===== src/rtl/id_ex_operand_stage_if.sv =====
// id_ex_operand_stage_if
//   Groups the signals around the ID->EX operand stage: the decode slot
//   fields, the register-file read data, the WB bypass inputs, the flush
//   input, the stall output and the registered EX-slot outputs.
//   Parameters:
//     N      datapath width
//     CNT_W  width of the stall_count performance counter
//   Modports:
//     master  the surrounding pipeline; drives id_*, rf_*, wb_* and flush,
//             and observes stall, ex_* and stall_count
//     slave   the operand stage itself
interface id_ex_operand_stage_if #(
    parameter int N     = 32,
    parameter int CNT_W = 16
);
    logic             id_valid;
    logic [4:0]       id_rs1;
    logic [4:0]       id_rs2;
    logic [4:0]       id_rd;
    logic             id_uses_rs1;
    logic             id_uses_rs2;
    logic             id_is_load;
    logic             id_reg_write;
    logic [N-1:0]     rf_rdata1;
    logic [N-1:0]     rf_rdata2;
    logic             wb_reg_write;
    logic [4:0]       wb_rd;
    logic [N-1:0]     wb_data;
    logic             flush;
    logic             stall;
    logic             ex_valid;
    logic [N-1:0]     ex_rs1_val;
    logic [N-1:0]     ex_rs2_val;
    logic [4:0]       ex_rs1;
    logic [4:0]       ex_rs2;
    logic [4:0]       ex_rd;
    logic             ex_is_load;
    logic             ex_reg_write;
    logic [CNT_W-1:0] stall_count;

    modport master (
        output id_valid, id_rs1, id_rs2, id_rd, id_uses_rs1, id_uses_rs2,
               id_is_load, id_reg_write, rf_rdata1, rf_rdata2,
               wb_reg_write, wb_rd, wb_data, flush,
        input  stall, ex_valid, ex_rs1_val, ex_rs2_val, ex_rs1, ex_rs2,
               ex_rd, ex_is_load, ex_reg_write, stall_count
    );

    modport slave (
        input  id_valid, id_rs1, id_rs2, id_rd, id_uses_rs1, id_uses_rs2,
               id_is_load, id_reg_write, rf_rdata1, rf_rdata2,
               wb_reg_write, wb_rd, wb_data, flush,
        output stall, ex_valid, ex_rs1_val, ex_rs2_val, ex_rs1, ex_rs2,
               ex_rd, ex_is_load, ex_reg_write, stall_count
    );
endinterface


===== src/rtl/id_ex_operand_stage.sv =====
// id_ex_operand_stage
//   ID->EX pipeline register of the RV32 core. Selects operands from the
//   register file with a WB->ID bypass (the regfile writes at the edge, so a
//   same-cycle WB write is not yet visible on its read ports), detects
//   load-use hazards, and registers operands plus control into the EX slot.
//   Keeps a saturating count of load-use stall cycles.
//   Ports:
//     clk    clock, all state updates on posedge
//     reset  synchronous, active-high; clears the EX slot and the counter
//     bus    id_ex_operand_stage_if.slave (see the interface for fields)
//
//   Valid semantics: there is no ready on this stage. id_valid marks a real
//   instruction in decode; when stall=1 the upstream stages hold PC and IF/ID
//   so the same instruction is re-presented next cycle while a bubble
//   (ex_valid=0) enters EX. ex_valid marks a real instruction in EX, and
//   ex_reg_write/ex_is_load are only ever 1 while ex_valid=1.
module id_ex_operand_stage #(
    parameter int N     = 32,
    parameter int CNT_W = 16
) (
    input logic                  clk,
    input logic                  reset,
    id_ex_operand_stage_if.slave bus
);
    logic [N-1:0]     op1;
    logic [N-1:0]     op2;
    logic             stall_int;
    logic             hit_rs1;
    logic             hit_rs2;

    logic             ex_valid_q;
    logic [N-1:0]     ex_rs1_val_q;
    logic [N-1:0]     ex_rs2_val_q;
    logic [4:0]       ex_rs1_q;
    logic [4:0]       ex_rs2_q;
    logic [4:0]       ex_rd_q;
    logic             ex_is_load_q;
    logic             ex_reg_write_q;
    logic [CNT_W-1:0] stall_cnt_q;

    // Operand select: x0 is hard-wired to zero even if WB targets it.
    always_comb begin
        op1 = bus.rf_rdata1;
        if (bus.id_rs1 == 5'd0) begin
            op1 = '0;
        end else if (bus.wb_reg_write && (bus.wb_rd == bus.id_rs1)) begin
            op1 = bus.wb_data;
        end
    end

    always_comb begin
        op2 = bus.rf_rdata2;
        if (bus.id_rs2 == 5'd0) begin
            op2 = '0;
        end else if (bus.wb_reg_write && (bus.wb_rd == bus.id_rs2)) begin
            op2 = bus.wb_data;
        end
    end

    // Load-use hazard: the load's data is only available after MEM, so a
    // consumer directly behind it must wait one cycle. A flush kills the
    // consumer anyway, so it never stalls.
    assign hit_rs1   = bus.id_uses_rs1 && (bus.id_rs1 == ex_rd_q);
    assign hit_rs2   = bus.id_uses_rs2 && (bus.id_rs2 == ex_rd_q);
    assign stall_int = bus.id_valid && !bus.flush && ex_valid_q && ex_is_load_q &&
                       (ex_rd_q != 5'd0) && (hit_rs1 || hit_rs2);

    always_ff @(posedge clk) begin
        if (reset) begin
            ex_valid_q     <= 1'b0;
            ex_rs1_val_q   <= '0;
            ex_rs2_val_q   <= '0;
            ex_rs1_q       <= 5'd0;
            ex_rs2_q       <= 5'd0;
            ex_rd_q        <= 5'd0;
            ex_is_load_q   <= 1'b0;
            ex_reg_write_q <= 1'b0;
        end else if (bus.flush || stall_int) begin
            // Bubble: kill control only, data/index fields keep their value.
            ex_valid_q     <= 1'b0;
            ex_is_load_q   <= 1'b0;
            ex_reg_write_q <= 1'b0;
        end else begin
            ex_valid_q     <= bus.id_valid;
            ex_rs1_val_q   <= op1;
            ex_rs2_val_q   <= op2;
            ex_rs1_q       <= bus.id_rs1;
            ex_rs2_q       <= bus.id_rs2;
            ex_rd_q        <= bus.id_rd;
            ex_is_load_q   <= bus.id_valid && bus.id_is_load;
            ex_reg_write_q <= bus.id_valid && bus.id_reg_write;
        end
    end

    // Saturating stall-cycle counter.
    always_ff @(posedge clk) begin
        if (reset) begin
            stall_cnt_q <= '0;
        end else if (stall_int && (stall_cnt_q != {CNT_W{1'b1}})) begin
            stall_cnt_q <= stall_cnt_q + CNT_W'(1);
        end
    end

    assign bus.stall        = stall_int;
    assign bus.ex_valid     = ex_valid_q;
    assign bus.ex_rs1_val   = ex_rs1_val_q;
    assign bus.ex_rs2_val   = ex_rs2_val_q;
    assign bus.ex_rs1       = ex_rs1_q;
    assign bus.ex_rs2       = ex_rs2_q;
    assign bus.ex_rd        = ex_rd_q;
    assign bus.ex_is_load   = ex_is_load_q;
    assign bus.ex_reg_write = ex_reg_write_q;
    assign bus.stall_count  = stall_cnt_q;
endmodule


===== src/flat_wrapper.sv =====
// flat-port wrapper written by rule: the top's interface ports become plain ports
module id_ex_operand_stage_flat 
#(
    parameter int N     = 32,
    parameter int CNT_W = 16
)
  (clk, reset, bus_id_valid, bus_id_rs1, bus_id_rs2, bus_id_rd, bus_id_uses_rs1, bus_id_uses_rs2, bus_id_is_load, bus_id_reg_write, bus_rf_rdata1, bus_rf_rdata2, bus_wb_reg_write, bus_wb_rd, bus_wb_data, bus_flush, bus_stall, bus_ex_valid, bus_ex_rs1_val, bus_ex_rs2_val, bus_ex_rs1, bus_ex_rs2, bus_ex_rd, bus_ex_is_load, bus_ex_reg_write, bus_stall_count);
  id_ex_operand_stage_if #(.N(N), .CNT_W(CNT_W)) bus_i ();
  input logic clk;
  input logic reset;
  input wire logic [$bits(bus_i.id_valid)-1:0] bus_id_valid;
  input wire logic [$bits(bus_i.id_rs1)-1:0] bus_id_rs1;
  input wire logic [$bits(bus_i.id_rs2)-1:0] bus_id_rs2;
  input wire logic [$bits(bus_i.id_rd)-1:0] bus_id_rd;
  input wire logic [$bits(bus_i.id_uses_rs1)-1:0] bus_id_uses_rs1;
  input wire logic [$bits(bus_i.id_uses_rs2)-1:0] bus_id_uses_rs2;
  input wire logic [$bits(bus_i.id_is_load)-1:0] bus_id_is_load;
  input wire logic [$bits(bus_i.id_reg_write)-1:0] bus_id_reg_write;
  input wire logic [$bits(bus_i.rf_rdata1)-1:0] bus_rf_rdata1;
  input wire logic [$bits(bus_i.rf_rdata2)-1:0] bus_rf_rdata2;
  input wire logic [$bits(bus_i.wb_reg_write)-1:0] bus_wb_reg_write;
  input wire logic [$bits(bus_i.wb_rd)-1:0] bus_wb_rd;
  input wire logic [$bits(bus_i.wb_data)-1:0] bus_wb_data;
  input wire logic [$bits(bus_i.flush)-1:0] bus_flush;
  output wire logic [$bits(bus_i.stall)-1:0] bus_stall;
  output wire logic [$bits(bus_i.ex_valid)-1:0] bus_ex_valid;
  output wire logic [$bits(bus_i.ex_rs1_val)-1:0] bus_ex_rs1_val;
  output wire logic [$bits(bus_i.ex_rs2_val)-1:0] bus_ex_rs2_val;
  output wire logic [$bits(bus_i.ex_rs1)-1:0] bus_ex_rs1;
  output wire logic [$bits(bus_i.ex_rs2)-1:0] bus_ex_rs2;
  output wire logic [$bits(bus_i.ex_rd)-1:0] bus_ex_rd;
  output wire logic [$bits(bus_i.ex_is_load)-1:0] bus_ex_is_load;
  output wire logic [$bits(bus_i.ex_reg_write)-1:0] bus_ex_reg_write;
  output wire logic [$bits(bus_i.stall_count)-1:0] bus_stall_count;
  assign bus_i.id_valid = bus_id_valid;
  assign bus_i.id_rs1 = bus_id_rs1;
  assign bus_i.id_rs2 = bus_id_rs2;
  assign bus_i.id_rd = bus_id_rd;
  assign bus_i.id_uses_rs1 = bus_id_uses_rs1;
  assign bus_i.id_uses_rs2 = bus_id_uses_rs2;
  assign bus_i.id_is_load = bus_id_is_load;
  assign bus_i.id_reg_write = bus_id_reg_write;
  assign bus_i.rf_rdata1 = bus_rf_rdata1;
  assign bus_i.rf_rdata2 = bus_rf_rdata2;
  assign bus_i.wb_reg_write = bus_wb_reg_write;
  assign bus_i.wb_rd = bus_wb_rd;
  assign bus_i.wb_data = bus_wb_data;
  assign bus_i.flush = bus_flush;
  assign bus_stall = bus_i.stall;
  assign bus_ex_valid = bus_i.ex_valid;
  assign bus_ex_rs1_val = bus_i.ex_rs1_val;
  assign bus_ex_rs2_val = bus_i.ex_rs2_val;
  assign bus_ex_rs1 = bus_i.ex_rs1;
  assign bus_ex_rs2 = bus_i.ex_rs2;
  assign bus_ex_rd = bus_i.ex_rd;
  assign bus_ex_is_load = bus_i.ex_is_load;
  assign bus_ex_reg_write = bus_i.ex_reg_write;
  assign bus_stall_count = bus_i.stall_count;
  id_ex_operand_stage #(.N(N), .CNT_W(CNT_W)) u_core (.clk(clk), .reset(reset), .bus(bus_i));
endmodule

===== config.mk =====
export PLATFORM = sky130hd
export DESIGN_NAME = id_ex_operand_stage_flat
export DESIGN_NICKNAME = d
export VERILOG_FILES = /design/src/rtl/id_ex_operand_stage_if.sv /design/src/rtl/id_ex_operand_stage.sv /design/src/flat_wrapper.sv
export SDC_FILE = /design/constraint.sdc
export NUM_CORES = 1
export LEC_CHECK = 0
export CORE_MARGIN = 2
export CORE_UTILIZATION = 42
export CTS_BUF_LIST = sky130_fd_sc_hd__clkbuf_8
export DETAILED_ROUTE_END_ITERATION = 7
export PLACE_DENSITY = 0.82
export SYNTH_ARGS = -nofsm -noshare
export SYNTH_HDL_FRONTEND = slang
export SYNTH_SLANG_ARGS = --single-unit

===== constraint.sdc =====
create_clock -name clk -period 2.51 [get_ports clk]
set_clock_uncertainty 0.15 [all_clocks]
set_input_delay 0.3765 -clock clk [delete_from_list [all_inputs] [get_ports clk]]
set_output_delay 0.3765 -clock clk [all_outputs]
set_load 0.01 [all_outputs]

==> results.cfg, run 1 <==
[outcome]
status = complete, no violations

[sta]
period_share = 0.9700
maxSlewHeadroom = 0.7243
finalWorstPathRequiredPeriod_ns = 2.435
report.final.setup_viol = 0
rsz0062_at_grt = false
finalHoldWorstSlack_ns = 0.2501
worst_pin_slew_ns = 0.4135
fmax_mhz = 410.7
finalHoldViolations = 0
slew_violations = 0

[cts]
cts_num_sinks = 98
tritoncts = done
root_buffer = clkbuf_8
htree_levels = 3
cts_buffer_depth = 2
cts-buffers-inserted = 9
postCtsSetupBuffers = 0
worstSkewPairLatency_ns = 0.36
clk_pin_slew_worst_paths_ns = 0.09
cts_hold_buf = 0

[synthesis]
post-synth-top-area-cell = dfxtp_1
synth_cells = 474
synth_area_leaders = dfxtp_1 (42%), mux2i_1 (17%), a31o_2 (9.3%)
synth_cell_types = 43
synthesis.area_mm2 = 0.004708
yosys_warnings = 0
synth-seq-cells = 98
postSynthAreaPerCell_um2 = 9.933
ys_seq_area_frac = 0.4167
synth_nets = 600
synth_top_area_frac = 0.4167

[power_and_ir_drop]
vdd_drop_max_uv = 318.2
p_per_area_mw_per_mm2 = 449.5
p_total_mw = 3.341
leakagePower_nw = 2.660

[global_routing]
grt_antenna_before_repair = 0
grt_usage = 0.2439
grt_pass1_vias = 4615
grt_pass1_wl_um = 22810
grt_max_degree = 41
grt_overflow_total = 0

[placement]
placed_area_mm2 = 0.007267
gp_congestion = 0.8601
port_buffers = 223
hpwl_um = 11050

[worst_hold_path]
min_path_type = in -> reg

[setup_path]
critical_path.slowest_cell = clkdlybuf4s50_1
slowest_delay_ns = 0.56
start_kind = input port
worstPathMaxFanout = 4
arrival_ns = 1.91
crit_chain = clkdlybuf4s50_1 > xnor2_1 > nand4_1 > o22a_1 > nor2_1 > dlygate4sd2_1
cp-end-kind = primary output
cp.required_ns = 1.98
path_class = in -> out

[die]
die_y_um = 109.9
die-area_mm2 = 0.01207
die_w_um = 109.9
rows = 38
core-area_mm2 = 0.01089
initial_core_util = 0.4324
io_pins = 224

[drt]
num_vias = 4630
drc_errors = 0
drt_iter0_drc = 214
dr.pass1.iters = 6
wl_um = 14960
ant_nets = 0
via_per_inst = 5.473
wl_per_cell_um = 17.68

[flow_run]
max_cap_violations = 0

[cells_and_area]
postLayoutCoreUtil = 0.6826
drive_above_1_share = 0.1629
nNetsFinal = 829
stdcell_area_mm2 = 0.007432
areaGrowthSynthToFinish_pct = 57.85
num_antenna_cells = 0
[power breakdown]
part           internal [mW]  total (mW)  switching (mW)
Sequential              1.63        1.68          0.0479
Clock                  0.370       0.891           0.521
Combinational          0.465       0.767           0.302
Total                   2.47        3.34           0.872
[cell families after synthesis]
group	count (synthesis)	share of synthesized area
muxes	80	0.1701
AOI/OAI and AO/OA	95	0.1648
and+or+nand+nor	132	0.1533
adders and majority gates	1	0.002657
DFF	98	0.4167
buffers and inverters	46	0.05155
xor gates and xnor gates	22	0.04093
[sequential cells by signal, summed over array words and instances (netlist names)]
signal                   count
u_core.bus.ex_reg_write      1
u_core.bus.ex_rs1_val       32
u_core.bus.ex_valid          1
u_core.bus.stall_count      16
u_core.bus.ex_is_load        1
u_core.bus.ex_rd             5
u_core.bus.ex_rs2_val       32
u_core.bus.ex_rs1            5
u_core.bus.ex_rs2            5
[path summary, 6_finish.rpt]
check | cells past startpoint | slack (ns) | endpoint | from
min | 3 | 0.25 | u_core.bus.ex_rs2[1] | bus_id_rs2[1]
max reg2reg | 7 | 0.23 | u_core.bus.stall_count[8] | u_core.bus.ex_rd[1]
min reg2reg | 1 | 0.33 | u_core.bus.ex_rs1_val[23] | u_core.bus.ex_rs1_val[23]
max | 6 | 0.08 | bus_stall | bus_id_rs1[1]
[layout by cell type (no fill, tap or decap), types with 9 or more instances in the layout]
cell type	instances
a21oi_1	10
a31o_1	15
a31o_2	50
buf_4	30
clkbuf_8	10
clkdlybuf4s50_1	219
dfxtp_1	98
mux2i_1	80
nor2_1	22
nor3_1	65
xnor2_1	13
xor2_1	9
[final cells by class]
| cell class | count | area [µm²] |
|---|---|---|
| clock inverter | 4 | 21.27 |
| timing repair buffer | 260 | 2604 |
| clock buffer | 10 | 137.6 |
| inverter | 4 | 15.01 |
| fill | 841 | 3456 |
| tap | 140 | 175.2 |
| sequential | 98 | 1962 |
| multi-input combinational | 330 | 2517 |
[per-stage QoR]
stage	worst slack (ns)	setup TNS (ns)	cells
global placement	-0.1747	-6.749	832
floorplan	0.4507	0	474
CTS	0.08675	0	846
global route	0.01028	0	846
finish	0.07524	0	846
detailed placement	-0.2186	-9.191	832
[cells in the mapped netlist, drive strengths merged]
library cell,instances
o22a,1
nor4,3
nand4b,2
o31ai,5
a31o,65
and2,2
a211oi,1
nand4,9
xnor2,13
o21ai,7
nor3,65
buf,25
o31a,1
o21a,1
xor2,9
and3,2
or3,6
nor3b,1
o221a,1
or4,8
mux2i,80
and4,1
inv,4
dfxtp,98
nand2,7
a21o,1
nand3,4
a21oi,11
clkbuf,17
o22ai,1
nor2,22
ha,1
[worst max-delay path, delay by kind of cell]
kind	cells	cell delay, ns
buffers and inverters	2	0.85
AOI/OAI and AO/OA	1	0.26
xor gates and xnor gates	1	0.15
and+or+nand+nor	2	0.27
[what timing repair did]
action | in CTS | in global routing
setup endpoints to repair | 1 | 3
pin swaps | 0 | 2
resized for setup | 1 | 3
[routing by layer]
layer,GRT usage,up-vias,wire (µm)
met1,0.2806,2206,6165
met5,0,-,0
li1,-,2238,-
met2,0.4356,163,7344
met4,0.08680,0,299
met3,0.06046,23,1151
No activity file was read; power rests on OpenSTA's default activity.
==> run 2, diff against run 1 <==
--- a/config.mk
+++ b/config.mk
@@ -5,11 +5,13 @@
 export SDC_FILE = /design/constraint.sdc
 export NUM_CORES = 1
 export LEC_CHECK = 0
+export CORE_ASPECT_RATIO = 1.1
 export CORE_MARGIN = 2
 export CORE_UTILIZATION = 42
 export CTS_BUF_LIST = sky130_fd_sc_hd__clkbuf_8
 export DETAILED_ROUTE_END_ITERATION = 7
 export PLACE_DENSITY = 0.82
+export SLEW_MARGIN = 15
 export SYNTH_ARGS = -nofsm -noshare
 export SYNTH_HDL_FRONTEND = slang
 export SYNTH_SLANG_ARGS = --single-unit
==> run 2 against run 1 <==
Utilization up 0.38 points; critical path depth rose by 2; count of clock-buffer cells in the layout up 1; critical path type is now in -> reg; critical endpoint is now u_core.bus.ex_rs2_val[27]; via count is 0.22% higher; sequential cell count unchanged; design area is 0.76% higher; global-route usage is essentially flat.
==> results.cfg, run 2 (synthesis results as in run 1) <==
[outcome]
status = complete, no violations

[cts]
cts_num_sinks = 98
cts_hold_buf = 0
clk_pin_slew_worst_paths_ns = 0.09
htree_levels = 3
tritoncts = done
worstSkewPairLatency_ns = 0.36
cts_buffer_depth = 2
root_buffer = clkbuf_8
postCtsSetupBuffers = 0
cts-buffers-inserted = 9

[setup_path]
cp.required_ns = 2.62
start_kind = input port
reg2reg_slack_ns = 0.30
critPathBufInv = 2
slowest_delay_ns = 0.47
critical_path.slowest_cell = clkdlybuf4s50_1
crit_chain = clkdlybuf4s50_1 > xor2_1 > nor4_1 > and3_2 > buf_12 > mux2i_1 > nor3_1 > a31o_2
cp-end-kind = flop
critical-path-top-delay-family = simple AND/OR/NAND/NOR gates
path_class = in -> reg
worstPathMaxFanout = 16
arrival_ns = 2.49

[cells_and_area]
drive_above_1_share = 0.1619
num_antenna_cells = 0
layoutNonFillerInstCount = 851
stdcell_area_mm2 = 0.007488
mostFrequentLayoutCell = clkdlybuf4s50_1
postLayoutCoreUtil = 0.6864
nNetsFinal = 825
final_cell_mix = clkdlybuf4s50_1 (217), dfxtp_1 (98), mux2i_1 (80), nor3_1 (65), a31o_2 (50)
areaGrowthSynthToFinish_pct = 59.05

[power_and_ir_drop]
p_switching_mw = 0.9074
p_total_mw = 3.528
p_comb_frac = 0.217
p_int_mw = 2.620
p_per_area_mw_per_mm2 = 471.1
swShare = 0.2572
clock_power_share = 0.306
p_seq_frac = 0.476
vdd_drop_max_uv = 257.7
leakagePower_nw = 2.655

[sta]
finalSetupTns_ns = 0
finalHoldViolations = 0
setup_ws_ns = 0.1336
finalWorstPathRequiredPeriod_ns = 2.376
report.final.setup_viol = 0
maxSlewHeadroom = 0.7362
period_share = 0.9468
worst_pin_slew_ns = 0.3921
fmax_mhz = 420.8
finalHoldWorstSlack_ns = 0.3280
rsz0062_at_grt = false
slew_violations = 0

[drt]
num_vias = 4640
via_per_inst = 5.452
wl_per_cell_um = 17.58
wl_um = 14960
drt_iter0_drc = 149
dr.pass1.iters = 4
ant_nets = 0
drc_errors = 0

[global_routing]
grt_pass1_vias = 4678
met1_usage = 0.2823
grt_antenna_before_repair = 0
busiest_layer = met2
grt_overflow_total = 0
grt_pass1_wl_um = 23810
grtUsageMet3 = 0.05556
grt_usage = 0.2437
grt_max_degree = 68
use_met2 = 0.4424

[placement]
port_buffers = 223
preCtsSetupSlack_ns = -0.2049
gp_congestion = 0.8819
placed_area_mm2 = 0.007283
place_inst = 835
hpwl_um = 10930

[worst_hold_path]
min_path_type = reg -> reg

[die]
core-area_mm2 = 0.01091
rows = 40
die_w_um = 105.0
die_y_um = 115.0
initial_core_util = 0.4315
io_pins = 224
die-area_mm2 = 0.01207

[flow_run]
max_cap_violations = 0
## run 2: cell count changes in the layout (fill, tap and decap cells not counted), moves of 2 or more
cell / delta
buf_12: +3
dlygate4sd2_1: +5
dlymetal6s2s_1: -3
buf_4: -7
clkdlybuf4s50_1: -2
clkinv_4: +2
## run 2: area by class of cell
type                            instances  area, µm²
Multi-Input combinational cell        330       2517
Clock inverter                          5      61.31
Sequential cell                        98       1962
Fill cell                             845       3422
Timing Repair Buffer                  256       2597
Clock buffer                           11      151.4
Inverter                                4      15.01
Tap cell                              147      183.9
## run 2: path summary, 6_finish.rpt
kind | startpoint | to | depth (start not counted)
max reg2reg | u_core.bus.ex_rd[1] | u_core.bus.stall_count[13] | 6
max | bus_wb_rd[2] | u_core.bus.ex_rs2_val[27] | 8
min reg2reg | u_core.bus.ex_rs1_val[21] | u_core.bus.ex_rs1_val[21] | 1
min | u_core.bus.ex_rs1_val[21] | u_core.bus.ex_rs1_val[21] | 1
## run 2: power by group through the flow
stage               registers [mW]  logic, mW  clock network [mW]
floorplan                     1.75      0.260                   0
global placement              1.71      0.756                   0
detailed placement            1.72      0.767                   0
CTS                           1.68      0.770                1.10
global route                  1.69      0.816                1.16
finish                        1.68      0.767                1.08
## run 2: worst register-to-register path: cells and delay by family, from the launching register on
family / cells / cell delay [ns]
AND/OR/NAND/NOR: 3 / 0.96
XOR/XNOR: 1 / 0.15
flip-flops: 1 / 0.45
AO/OA/AOI/OAI: 2 / 0.43
## run 2: repair_timing
item / CTS / global route
hold endpoints to repair: 0 / 0
endpoints found under the setup margin: 1 / 0
gates resized for setup: 6 / 0
## run 2: layer usage
layer	vias up	wire, µm
met1	2192	6247
met3	27	990
li1	2230	-
met4	0	335
met5	-	0
met2	191	7386
